<file path="src/rtl/ccff_pkg.sv">
// ccff_pkg: shared types and helpers for the ccff chain loader.
//   state_t     - loader FSM states (2-bit encoding)
//   CRC16_POLY  - CRC-16-CCITT polynomial
//   CRC16_INIT  - CRC-16-CCITT initial value
//   crc16_step  - one MSB-first serial CRC step
package ccff_pkg;

    typedef enum logic [1:0] {
        IDLE  = 2'd0,
        FETCH = 2'd1,
        SHIFT = 2'd2,
        DONE  = 2'd3
    } state_t;

    localparam logic [15:0] CRC16_POLY = 16'h1021;
    localparam logic [15:0] CRC16_INIT = 16'hFFFF;

    function automatic logic [15:0] crc16_step(input logic [15:0] crc, input logic din);
        logic fb;
        fb = crc[15] ^ din;
        crc16_step = {crc[14:0], 1'b0} ^ (fb ? CRC16_POLY : 16'h0000);
    endfunction

endpackage

</file>
<file path="src/rtl/ccff_crc16.sv">
// ccff_crc16: 1-bit serial CRC-16-CCITT register.
//   i_clk      in   clock
//   i_rst      in   asynchronous active-high reset (loads CRC16_INIT)
//   i_init     in   re-initialise to CRC16_INIT (priority over i_en)
//   i_en       in   advance the CRC by i_bit
//   i_bit      in   serial data bit
//   o_crc      out  current CRC value
//   o_crc_next out  value the CRC takes after absorbing i_bit
module ccff_crc16
    import ccff_pkg::*;
(
    input  logic        i_clk,
    input  logic        i_rst,
    input  logic        i_init,
    input  logic        i_en,
    input  logic        i_bit,
    output logic [15:0] o_crc,
    output logic [15:0] o_crc_next
);

    logic [15:0] r_crc;
    logic [15:0] w_step;

    assign w_step = crc16_step(r_crc, i_bit);

    always_ff @(posedge i_clk or posedge i_rst) begin
        if (i_rst) begin
            r_crc <= CRC16_INIT;
        end else if (i_init) begin
            r_crc <= CRC16_INIT;
        end else if (i_en) begin
            r_crc <= w_step;
        end
    end

    assign o_crc      = r_crc;
    assign o_crc_next = w_step;

endmodule

</file>
<file path="src/rtl/ccff_chain_loader.sv">
// ccff_chain_loader: serialises configuration words onto a tile's ccff chain.
// Optional feature macro: CCFF_CRC_EN (CRC-16 over shifted bits + error flag).
//   prog_clk       in   programming clock, rising edge
//   pReset         in   asynchronous active-high reset
//   start_i        in   begin a load (IDLE/DONE only)
//   abort_i        in   synchronous abort to IDLE (wins over everything)
//   word_i         in   configuration word, MSB shifted first
//   word_valid_i   in   word_i valid
//   word_ready_o   out  high in FETCH; word taken on valid & ready
//   ccff_head_o    out  registered serial data to ccff_head
//   ccff_clk_en_o  out  registered chain shift enable (high in SHIFT only)
//   busy_o         out  high in FETCH/SHIFT
//   done_o         out  high in DONE
//   crc_ref_i      in   expected CRC of the shifted stream
//   crc_o          out  running CRC of shifted bits (0 without CCFF_CRC_EN)
//   error_o        out  CRC mismatch, valid while done_o (0 without CCFF_CRC_EN)
module ccff_chain_loader
    import ccff_pkg::*;
#(
    parameter int CHAIN_LEN = 28,
    parameter int WORD_W    = 8
) (
    input  logic              prog_clk,
    input  logic              pReset,
    input  logic              start_i,
    input  logic              abort_i,
    input  logic [WORD_W-1:0] word_i,
    input  logic              word_valid_i,
    output logic              word_ready_o,
    output logic              ccff_head_o,
    output logic              ccff_clk_en_o,
    output logic              busy_o,
    output logic              done_o,
    input  logic [15:0]       crc_ref_i,
    output logic [15:0]       crc_o,
    output logic              error_o
);

    localparam int BCW = $clog2(CHAIN_LEN + 1);
    localparam int SCW = $clog2(WORD_W + 1);

    state_t            r_state;
    state_t            w_state_nxt;
    logic [BCW-1:0]    r_bit_cnt;
    logic [SCW-1:0]    r_sh_cnt;
    logic [WORD_W-1:0] r_word;
    logic              r_head;
    logic              r_clk_en;
    logic [BCW-1:0]    w_bit_inc;
    logic [SCW-1:0]    w_sh_inc;
    logic              w_start;
    logic              w_accept;
    logic              w_shifting;
    logic              w_head_nxt;

    assign w_bit_inc  = r_bit_cnt + BCW'(1);
    assign w_sh_inc   = r_sh_cnt + SCW'(1);
    assign w_shifting = (r_state == SHIFT);

    always_comb begin
        w_state_nxt = r_state;
        w_start     = 1'b0;
        w_accept    = 1'b0;
        if (abort_i) begin
            w_state_nxt = IDLE;
        end else begin
            case (r_state)
                IDLE: begin
                    if (start_i) begin
                        w_state_nxt = FETCH;
                        w_start     = 1'b1;
                    end
                end
                FETCH: begin
                    if (word_valid_i) begin
                        w_state_nxt = SHIFT;
                        w_accept    = 1'b1;
                    end
                end
                SHIFT: begin
                    // Chain length wins when it coincides with a word boundary.
                    if (w_bit_inc == BCW'(CHAIN_LEN)) begin
                        w_state_nxt = DONE;
                    end else if (w_sh_inc == SCW'(WORD_W)) begin
                        w_state_nxt = FETCH;
                    end
                end
                DONE: begin
                    if (start_i) begin
                        w_state_nxt = FETCH;
                        w_start     = 1'b1;
                    end
                end
                default: w_state_nxt = IDLE;
            endcase
        end
    end

    // The word is held pre-shifted so the head register is loaded one cycle
    // ahead; head and enable are then aligned with the SHIFT state itself.
    always_comb begin
        w_head_nxt = 1'b0;
        if (w_accept) begin
            w_head_nxt = word_i[WORD_W-1];
        end else if (w_shifting && (w_state_nxt == SHIFT)) begin
            w_head_nxt = r_word[WORD_W-1];
        end
    end

    always_ff @(posedge prog_clk or posedge pReset) begin
        if (pReset) begin
            r_state   <= IDLE;
            r_bit_cnt <= '0;
            r_sh_cnt  <= '0;
            r_word    <= '0;
            r_head    <= 1'b0;
            r_clk_en  <= 1'b0;
        end else begin
            r_state  <= w_state_nxt;
            r_head   <= w_head_nxt;
            r_clk_en <= (w_state_nxt == SHIFT);
            if (w_start) begin
                r_bit_cnt <= '0;
            end
            if (w_accept) begin
                r_word   <= word_i << 1;
                r_sh_cnt <= '0;
            end else if (w_shifting) begin
                r_word    <= r_word << 1;
                r_sh_cnt  <= w_sh_inc;
                r_bit_cnt <= w_bit_inc;
            end
        end
    end

    assign word_ready_o  = (r_state == FETCH);
    assign busy_o        = (r_state == FETCH) || (r_state == SHIFT);
    assign done_o        = (r_state == DONE);
    assign ccff_head_o   = r_head;
    assign ccff_clk_en_o = r_clk_en;

`ifdef CCFF_CRC_EN
    logic [15:0] w_crc;
    logic [15:0] w_crc_next;
    logic        r_error;

    ccff_crc16 u_crc (
        .i_clk      (prog_clk),
        .i_rst      (pReset),
        .i_init     (w_start),
        .i_en       (w_shifting),
        .i_bit      (r_head),
        .o_crc      (w_crc),
        .o_crc_next (w_crc_next)
    );

    // Compare against the post-last-bit CRC so the flag is valid on DONE entry.
    always_ff @(posedge prog_clk or posedge pReset) begin
        if (pReset) begin
            r_error <= 1'b0;
        end else if (w_shifting && (w_state_nxt == DONE)) begin
            r_error <= (w_crc_next != crc_ref_i);
        end else if (w_state_nxt != DONE) begin
            r_error <= 1'b0;
        end
    end

    assign crc_o   = w_crc;
    assign error_o = r_error;
`else
    logic w_unused_crc_ref;
    assign w_unused_crc_ref = ^crc_ref_i;
    assign crc_o   = '0;
    assign error_o = 1'b0;
`endif

endmodule

</file>
<file path="config.mk">
export PLATFORM = sky130hd
export DESIGN_NAME = ccff_chain_loader
export DESIGN_NICKNAME = d
export VERILOG_FILES = /design/src/rtl/ccff_pkg.sv /design/src/rtl/ccff_crc16.sv /design/src/rtl/ccff_chain_loader.sv
export SDC_FILE = /design/constraint.sdc
export NUM_CORES = 1
export LEC_CHECK = 0
export ABC_CLOCK_PERIOD_IN_PS = 2600
export BUFFER_PORTS_ARGS = -buffer_cell sky130_fd_sc_hd__buf_4
export CORE_UTILIZATION = 50
export DETAILED_ROUTE_END_ITERATION = 8
export PLACE_DENSITY = 0.83
export RECOVER_POWER = 50
export SLEW_MARGIN = 20
export SYNTH_ARGS = -nofsm -noshare
export SYNTH_HDL_FRONTEND = slang
export SYNTH_SLANG_ARGS = --single-unit
</file>
<file path="constraint.sdc">
create_clock -name prog_clk -period 2.6 [get_ports prog_clk]
set_input_delay 0.26 -clock prog_clk [delete_from_list [all_inputs] [get_ports prog_clk]]
set_output_delay 0.26 -clock prog_clk [all_outputs]
set_load 0.02 [all_outputs]
</file>
==> results of run 1 <==
==> flip-flops by register name (all words and copies together), names as in the netlist <==
signal and cells:
r_state 2, r_sh_cnt 4, ccff_clk_en_o 1, r_bit_cnt 5, r_word 7, ccff_head_o 1
==> per-stage QoR <==
stage | util [%] | instances | hold slack [ps] | setup WS, ps | cell area (µm²)
after floorplan | - | 144 | 224 | 957 | 1260
after global placement | 58.0 | 171 | 427 | 866 | 1290
after detailed placement | 58.0 | 171 | 433 | 806 | 1290
after CTS | 59.0 | 174 | 107 | 774 | 1320
after global routing | 58.7 | 174 | 141 | 626 | 1310
final | 58.7 | 174 | 81.8 | 781 | 1310
==> Yosys cell counts (all sizes together) <==
| master | count |
|---|---|
| nand3 | 5 |
| a32o | 1 |
| a31oi | 1 |
| dfrtp | 20 |
| o21ai | 6 |
| buf | 19 |
| nand4 | 1 |
| xnor2 | 2 |
| a211oi | 1 |
| xor2 | 4 |
| mux2i | 7 |
| clkbuf | 1 |
| a21bo | 1 |
| nand3b | 3 |
| nand2 | 10 |
| o31ai | 4 |
| ha | 6 |
| o31a | 1 |
| inv | 7 |
| and3 | 1 |
| nor2 | 14 |
| o21a | 2 |
| conb | 1 |
| a21oi | 8 |
| nor3 | 2 |
==> power groups by stage <==
stage / clock network (mW) / logic (mW) / registers (mW)
after CTS: 0.145 / 0.327 / 0.480
after floorplan: 0 / 0.265 / 0.468
final: 0.143 / 0.323 / 0.480
after detailed placement: 0 / 0.325 / 0.485
after global routing: 0.157 / 0.365 / 0.492
after global placement: 0 / 0.308 / 0.478
==> area by class of cell <==
cell class / count / share of cell area (%)
Clock buffer: 3 / 1.72
Inverter: 7 / 2.01
Multi-Input combinational cell: 97 / 45.1
Sequential cell: 20 / 38.2
Tap cell: 28 / 2.67
Timing Repair Buffer: 19 / 10.3
==> cell families (layout without fill, tap and decap cells) <==
family,count (synthesis),count (layout),share of synthesized area [%]
adders and majority gates,6,6,6.26
other,1,17,0.313
muxes,7,7,5.85
AOI/OAI and AO/OA,25,25,13.6
DFF,20,20,41.8
and+or+nand+nor,36,36,13.9
xor gates and xnor gates,6,6,4.38
buffers and inverters,27,29,14.0
==> critical path, cell delays in order, from the launching register on <==
cell     delay (ps)
dfrtp_1         430
inv_2           100
ha_1            240
inv_1           120
nor3_1          610
nand2_1         150
o31ai_2          90
==> metal layers <==
metal  vias up  routed length [µm]  global-route usage (%)
li1        441                   -                       -
met5         -                   0                       0
met3         2                 103                    3.57
met1       411                 870                    19.7
met2        33                1020                    30.9
met4         0                  14                    5.09
==> final timing paths <==
check                                to  slack (ps)  startpoint  cells after the start
setup / recovery            ccff_head_o         780  r_state[1]                      6
hold / removal                r_word[1]          80      pReset                      2
setup reg to reg            ccff_head_o         780  r_state[1]                      6
hold reg to reg               r_word[1]         530   r_word[1]                      2
max in group asynchronous  r_bit_cnt[0]        2050      pReset                      2
min in group prog_clk         r_word[1]         150   word_i[0]                      3
==> results.yml, run 1 <==
status:
  status: "complete, no violations"
layout:
  multi_input_area_um2: 591
  layout.nets: 183
  drive_above_1_share_pct: 17.8
  n_fill_cell: 195
  mostFrequentLayoutCells: "dfrtp_1 (20), conb_1 (17), buf_4 (16), nor2_1 (14), nand2_1 (10)"
  area_growth_pct: 9.29
  final-seq-area_um2: 500
  num_antenna_cells: 0
  final_common_cell: "dfrtp_1"
pwr:
  switchingPower_uw: 347
  clkPwrFrac_pct: 15.1
  p_int_uw: 599
  sw_frac_of_total_pct: 36.7
  power.total_uw: 946
  total_leakage_power_nw: 0.639
  p_comb_share_pct: 34.2
  seq_power_share_pct: 50.7
  ir_drop_v: 0.000625
  powerDensity_nw_per_um2: 722
routing:
  drc: 0
  drt-pass1-iter-count: 4
  vias: 887
  ant_nets: 0
  viasPerCell: 5.10
  wire_per_inst_um: 11.5
  wl_um: 2010
  drtIter0Drc: 23
clock_network:
  clockBufferDepth: 2
  htree_num_levels: 1
  clk_latency_ps: 290
  cts-resized-gates: 0
  cts_tree: "done"
  clkTransAtPathRegs_ps: 110
  cts_setup_buffers: 0
  holdBufCountCts: 0
  cts_buffers: 3
  root_buffer: "clkbuf_4"
  clock-sinks: 20
yosys:
  avgSynthCellArea_um2: 9.36
  synthCells: 128
  syn-cell-area_um2: 1200
  synthTopCellsByArea: "dfrtp_1 (42%), buf_4 (11%), ha_1 (6.3%)"
  yosysSeqAreaShare_pct: 41.8
  ys_ff_latch: 20
  synthDistinctLibCells: 30
  synth_top_area_share_pct: 41.8
  ys_warn_count: 0
  synth_top_area_cell: "dfrtp_1"
timing:
  rsz0062_at_grt: "no"
  setup_tns_ps: 0
  post-route-period-util_pct: 70.0
  slew_headroom_pct: 50.7
  fin_skew_ps: 4.56
  max_freq_mhz: 550
  final-setup-viol-count: 0
  tightest_slew_ps: 739
  slew_violations: 0
  hold_viol: 0
  min_period_ps: 1820
global_routing:
  grt_antenna_before_repair: 0
  grt_usage_pct: 17.0
  grt_max_degree: 21
  first_global_vias: 804
  grt-ovfl-total: 0
  grt_first_pass_wirelength_um: 3310
critical_path:
  critPathKind: "flop to flop"
  required_ps: 2810
  cp-end-kind: "flop"
  worstPathMaxFanout: 6
  cp-start-kind: "flop"
  arrival_ps: 2030
worst_hold_path:
  min_path_type: "input port to async pin"
placed_design:
  place.gp.congestion: 0.733
  hpwlAfterDp_um: 1550
  port_buffers: 17
job:
  cap_violations: 0
die:
  die_area_um2: 2600
  die_h_um: 51.0
  rows: 17
  initial_utilization_pct: 53.7
  core_area_um2: 2230
  die_w_um: 51.0
  ios: 51
Power figures use the tool's default switching activity.
==> run 2: changes to the inputs <==
--- a/config.mk
+++ b/config.mk
@@ -5,11 +5,11 @@
 export SDC_FILE = /design/constraint.sdc
 export NUM_CORES = 1
 export LEC_CHECK = 0
-export ABC_CLOCK_PERIOD_IN_PS = 2600
+export ABC_CLOCK_PERIOD_IN_PS = 1850
 export BUFFER_PORTS_ARGS = -buffer_cell sky130_fd_sc_hd__buf_4
-export CORE_UTILIZATION = 50
+export CORE_UTILIZATION = 47
 export DETAILED_ROUTE_END_ITERATION = 8
-export PLACE_DENSITY = 0.83
+export PLACE_DENSITY = 0.79
 export RECOVER_POWER = 50
 export SLEW_MARGIN = 20
 export SYNTH_ARGS = -nofsm -noshare
==> constraint.sdc (replaced) <==
create_clock -name prog_clk -period 1.85 [get_ports prog_clk]
set_input_delay 0.185 -clock prog_clk [delete_from_list [all_inputs] [get_ports prog_clk]]
set_output_delay 0.185 -clock prog_clk [all_outputs]
set_load 0.02 [all_outputs]
==> run 2 against run 1 <==
Against the previous run: the flow now finishes with violations (negative hold slack); via count up 1.0%; sequential share of layout area fell by 1.5 points; register-to-register slack worse by 630 ps; hold slack worse by 95 ps; final cell count rose by 1.7%; combinational power rose by 48%; critical endpoint unchanged; largest cell class unchanged; highest routed layer unchanged.
==> results.yml, run 2 (synthesized netlist as in run 1, its figures left out) <==
critical_path:
  reg2reg_depth: 7
  cp-start-kind: "flop"
  cp-end-kind: "flop"
  crit_start: "r_state[0]"
  reg2reg_from: "r_state[0]"
  critPathBufInv: 2
  path_depth: 7
  crit_family: "compound AO/OA/AOI/OAI gates"
  critPathKind: "flop to flop"
  required_ps: 2080
  arrival_ps: 1920
  crit_slowest_cell: "dfrtp_1"
  cp_cell_sequence: "inv_1, ha_1, inv_1, o31ai_2, o21a_1, o31ai_2, o31ai_2"
  endpoint: "ccff_head_o"
  rrSetupSlack_ps: 150
  r2r_end: "ccff_head_o"
  crit_top_cell: "o31ai_2"
  max_stage_delay_ps: 420
  worstPathMaxFanout: 4
die:
  rows: 17
  die_w_um: 52.5
  die_area_um2: 2760
  die_h_um: 52.5
  ios: 51
  initial_utilization_pct: 52.2
  core_area_um2: 2300
placed_design:
  port_buffers: 17
  hpwlAfterDp_um: 1560
  place.gp.congestion: 0.833
  placed_area_um2: 1300
global_routing:
  grt_antenna_before_repair: 0
  grt_max_degree: 21
  grt_usage_pct: 17.0
  first_global_vias: 853
  grt_first_pass_wirelength_um: 3380
  grt-ovfl-total: 0
timing:
  fin_skew_ps: 5.77
  tightest_slew_ps: 716
  max_freq_mhz: 590
  final-setup-viol-count: 0
  min_period_ps: 1700
  hold_viol: 20
  post-route-period-util_pct: 91.7
  slew_violations: 0
  slew_headroom_pct: 52.2
  rsz0062_at_grt: "no"
  whs_ps: -13.7
  setup_tns_ps: 0
layout:
  mostFrequentLayoutCells: "dfrtp_1 (20), buf_4 (18), conb_1 (17), nor2_1 (14), nand2_1 (10)"
  n_fill_cell: 210
  final-seq-area_um2: 500
  largestRegisters: "r_word x7, r_bit_cnt x5, r_sh_cnt x4"
  drive_above_1_share_pct: 20.8
  final_common_cell: "dfrtp_1"
  regMostFlops: "r_word"
  num_antenna_cells: 0
  area_growth_pct: 13.9
  multi_input_area_um2: 601
  largest_reg_flops: 7
  fin_area_um2: 1370
  layout.nets: 185
routing:
  drc: 0
  drt-pass1-iter-count: 4
  drtIter0Drc: 12
  wire_per_inst_um: 11.6
  wl_um: 2050
  ant_nets: 0
  viasPerCell: 5.06
  vias: 896
clock_network:
  htree_num_levels: 1
  cts_tree: "done"
  clk_latency_ps: 300
  cts_buffers: 3
  root_buffer: "clkbuf_4"
  clkTransAtPathRegs_ps: 110
  clockBufferDepth: 2
  clock-sinks: 20
pwr:
  ir_drop_v: 0.000571
  powerDensity_nw_per_um2: 1100
  total_leakage_power_nw: 0.661
  power.total_mw: 1.50
  p_comb_share_pct: 31.8
  sw_frac_of_total_pct: 33.6
  clkPwrFrac_pct: 23.6
  switchingPower_uw: 506
  seq_power_share_pct: 44.6
  p_int_uw: 999
job:
  cap_violations: 0
worst_hold_path:
  min_path_type: "input port to async pin"
status:
  violations: "negative hold slack"
  status: "finished with violations"
-- run 2: worst reg2reg max path, stage by stage (launching register included) --
cell and delay [ps]:
dfrtp_1 420, inv_1 80, ha_1 320, inv_1 70, o31ai_2 240, o21a_1 170
o31ai_2 100, o31ai_2 220
-- run 2: worst min path at each step --
| stage | start | endpoint | slack, ps |
|---|---|---|---|
| floorplan | pReset | ccff_clk_en_o | 150 |
| global placement | pReset | ccff_clk_en_o | 350 |
| detailed placement | pReset | r_word[2] | 360 |
| CTS | pReset | r_word[2] | 10 |
| global route | pReset | r_word[3] | 50 |
| finish | pReset | r_sh_cnt[1] | -10 |
-- run 2: per-layer routing --
layer	part of all wire, %	routed length, µm	GRT usage (%)	vias to the layer above
met1	45	923	20.1	413
met4	1.7	34	10.1	0
met3	4.9	100	2.03	4
li1	-	-	-	444
met5	0	0	0	-
met2	48	992	29.1	35
-- run 2: power groups by stage --
stage	Combinational, mW	Clock, mW	Sequential (mW)
finish	0.479	0.355	0.671
floorplan	0.372	0	0.658
CTS	0.461	0.361	0.675
global route	0.538	0.378	0.687
global placement	0.439	0	0.672
detailed placement	0.457	0	0.685
-- run 2: through the flow --
step	setup WS [ps]	util, %	cells
after floorplan	207	-	144
after global placement	178	56.7	172
after detailed placement	96.3	56.7	172
after CTS	67.6	59.0	176
after global routing	48.4	59.4	177
final	154	59.4	177
-- run 2: final cells by class --
cell class              count  area share (%)
clock buffers               3            1.65
clock inverters             1            2.20
inverters                   7            1.92
multi-input cells          97            44.0
flip-flops and latches     20            36.7
well taps                  28            2.57
repair buffers             21            11.0
-- run 2: what timing repair did --
action                                  CTS  global route
hold buffers                              0             0
buffers inserted                          0             1
endpoints found under the setup margin    0             3
gates resized for setup                   0             2
==> run 3: changes to the inputs <==
--- a/config.mk
+++ b/config.mk
@@ -5,6 +5,7 @@
 export SDC_FILE = /design/constraint.sdc
 export NUM_CORES = 1
 export LEC_CHECK = 0
+export ABC_AREA = 1
 export ABC_CLOCK_PERIOD_IN_PS = 1850
 export BUFFER_PORTS_ARGS = -buffer_cell sky130_fd_sc_hd__buf_4
 export CORE_UTILIZATION = 47
@@ -14,4 +15,5 @@
 export SLEW_MARGIN = 20
 export SYNTH_ARGS = -nofsm -noshare
 export SYNTH_HDL_FRONTEND = slang
+export SYNTH_HIERARCHICAL = 1
 export SYNTH_SLANG_ARGS = --single-unit
==> run 3 against run 2 <==
Against the previous run: the run still ends with negative hold slack left; synthesized area increased by 0.94%; core utilization fell by 3.2 points; critical path type unchanged; clock-buffer cell count did not move; total power is 22% higher; worst setup slack got worse by 12 ps; highest routed layer unchanged; clock skew about the same; final cell count is 12% higher; sequential share of layout area is 0.34 points lower; hold slack improved by 5.8 ps; via count up 12%; global-route usage increased by 0.68 points.
==> results.yml, run 3 <==
routing:
  drtIter0Drc: 16
  ant_nets: 0
  wl_met1_um: 901
  viasPerCell: 5.03
  routed.top_layer: "met4"
  wire_per_inst_um: 11.3
  wl_um: 2240
  vias: 1001
  wl_met2_um: 1240
  drt-pass1-iter-count: 4
  drc: 0
  dr_wl_met3_um: 83
layout:
  area_growth_pct: 14.2
  drive_above_1_share_pct: 18.9
  mostFrequentLayoutCells: "nand2_1 (33), inv_1 (25), dfrtp_1 (19), buf_4 (18), conb_1 (17)"
  regMostFlops: "r_word"
  layout.nets: 205
  largestRegisters: "r_word x7, r_bit_cnt x5, r_sh_cnt x4"
  finalNonFillerCells: 199
  postLayoutCoreUtil_pct: 56.3
  largest_reg_flops: 7
  num_antenna_cells: 0
  final_common_cell: "nand2_1"
  fin_area_um2: 1380
  n_fill_cell: 217
critical_path:
  reg2reg_depth: 9
  max_stage_delay_ps: 460
  cp_cell_sequence: "inv_1, ha_1, inv_1, nor3_4, inv_1, nand2_2, inv_1, nand3_1, o21ai_0"
  crit_top_cell: "inv_1"
  cp-start-kind: "flop"
  reg2reg_from: "r_state[1]"
  arrival_ps: 1900
  required_ps: 2050
  critPathKind: "flop to flop"
  worstPathMaxFanout: 7
  r2r_end: "r_sh_cnt[3]"
  rrSetupSlack_ps: 140
  crit_slowest_cell: "dfrtp_2"
  cp-end-kind: "flop"
clock_network:
  holdBufCountCts: 0
  htree_num_levels: 1
  clkTransAtPathRegs_ps: 120
  cts_tree: "done"
  cts_buffers: 3
  clock-sinks: 20
  clockBufferDepth: 2
  root_buffer: "clkbuf_4"
  clk_latency_ps: 310
yosys:
  yosysSeqAreaShare_pct: 41.4
  post-synth-top-count-cell: "nand2_1"
  ys_top_cells_by_count: "nand2_1 (33), inv_1 (25), dfrtp_1 (20)"
  synth_top_area_share_pct: 41.4
  synthDistinctLibCells: 26
  synthCells: 147
  syn-cell-area_um2: 1210
  synthArstFlopShare_pct: 100
  synthTopCellsByArea: "dfrtp_1 (41%), buf_4 (11%), nand2_1 (10%)"
  synth-edff-count: 0
  synth_top_area_cell: "dfrtp_1"
  synthFlopType: "dfrtp_1"
  ys_warn_count: 6
  ys_ff_latch: 20
  avgSynthCellArea_um2: 8.23
die:
  rows: 18
  die_h_um: 52.7
  die_w_um: 52.7
  ios: 51
  die_area_um2: 2780
  initial_utilization_pct: 49.3
  core_area_um2: 2450
timing:
  slew_headroom_pct: 50.1
  setup_ws_ps: 142
  slew_violations: 0
  hold_viol: 14
  fin_skew_ps: 5.61
  post-route-period-util_pct: 92.3
  tightest_slew_ps: 747
  rsz0062_at_grt: "yes"
  whs_ps: -7.90
  max_freq_mhz: 585
  min_period_ps: 1710
  final-setup-viol-count: 0
  setup_tns_ps: 0
status:
  status: "finished with violations"
  violations: "negative hold slack"
pwr:
  p_int_mw: 1.10
  power.total_mw: 1.84
  switchingPower_uw: 741
  powerDensity_nw_per_um2: 1330
  sw_frac_of_total_pct: 40.2
  ir_drop_v: 0.000891
  total_leakage_power_nw: 0.749
  clkPwrFrac_pct: 19.7
  seq_power_share_pct: 38.6
  p_comb_share_pct: 41.7
job:
  cap_violations: 0
global_routing:
  grt_first_pass_wirelength_um: 3620
  first_global_vias: 928
  grt_antenna_before_repair: 0
  grt-ovfl-total: 0
  grt_usage_pct: 17.7
  grt_max_degree: 21
placed_design:
  place_inst: 195
  hpwlAfterDp_um: 1710
  port_buffers: 17
  pre_cts_ws_ps: 110
  placed_area_um2: 1320
  place.gp.congestion: 0.788
worst_hold_path:
  min_path_type: "input port to async pin"
## run 3: worst max-delay path by stage
stage	from	endpoint	cells after the start
finish	r_state[1]	r_sh_cnt[3]	9
global route	r_state[0]	r_bit_cnt[2]	5
CTS	r_state[1]	r_sh_cnt[3]	7
detailed placement	r_state[1]	r_sh_cnt[3]	7
global placement	r_state[1]	r_word[7]	7
floorplan	r_state[1]	r_sh_cnt[1]	8
## run 3: critical path: cells and delay by family (launching register included)
family,cells,cell delay [ps]
flops,1,460
buf+inv,4,420
fa+ha+maj,1,200
compound gates,1,100
simple gates,3,430
## run 3: logic make-up after synthesis
family / share of synthesized area (%)
AND/OR/NAND/NOR: 21.2
adder cells (fa/ha/maj): 6.20
AO/OA/AOI/OAI: 11.2
buffers and inverters: 18.9
other: 0.310
multiplexers: 0.827
flip-flops: 41.4
## run 3: repair_timing
action	CTS	global route
setup endpoints to repair	0	9
setup buffers	0	0
resized for setup	0	3
## run 3: layer usage
layer | up-vias | track usage, %
met4 | 0 | 3.07
met1 | 485 | 20.9
met2 | 26 | 33.5
met5 | - | 0
li1 | 488 | -
met3 | 2 | 2.61
## run 3: power by group through the flow
stage	sequential [mW]	clock, mW	combinational [mW]
2_1_floorplan	0.698	0	0.561
3_3_place_gp	0.705	0	0.716
3_5_place_dp	0.713	0	0.758
4_1_cts	0.707	0.362	0.757
5_1_grt	0.724	0.381	0.865
6_report	0.711	0.363	0.769
## run 3: final cells by class
| type | instances | area, µm² | share of cell area [%] |
|---|---|---|---|
| multi-input combinational | 100 | 549 | 39.8 |
| clock buffer | 3 | 22.5 | 1.63 |
| tap | 30 | 37.5 | 2.72 |
| clock inverter | 1 | 30.0 | 2.17 |
| sequential | 20 | 502 | 36.3 |
| timing repair buffer | 20 | 146 | 10.6 |
| inverter | 25 | 93.8 | 6.79 |
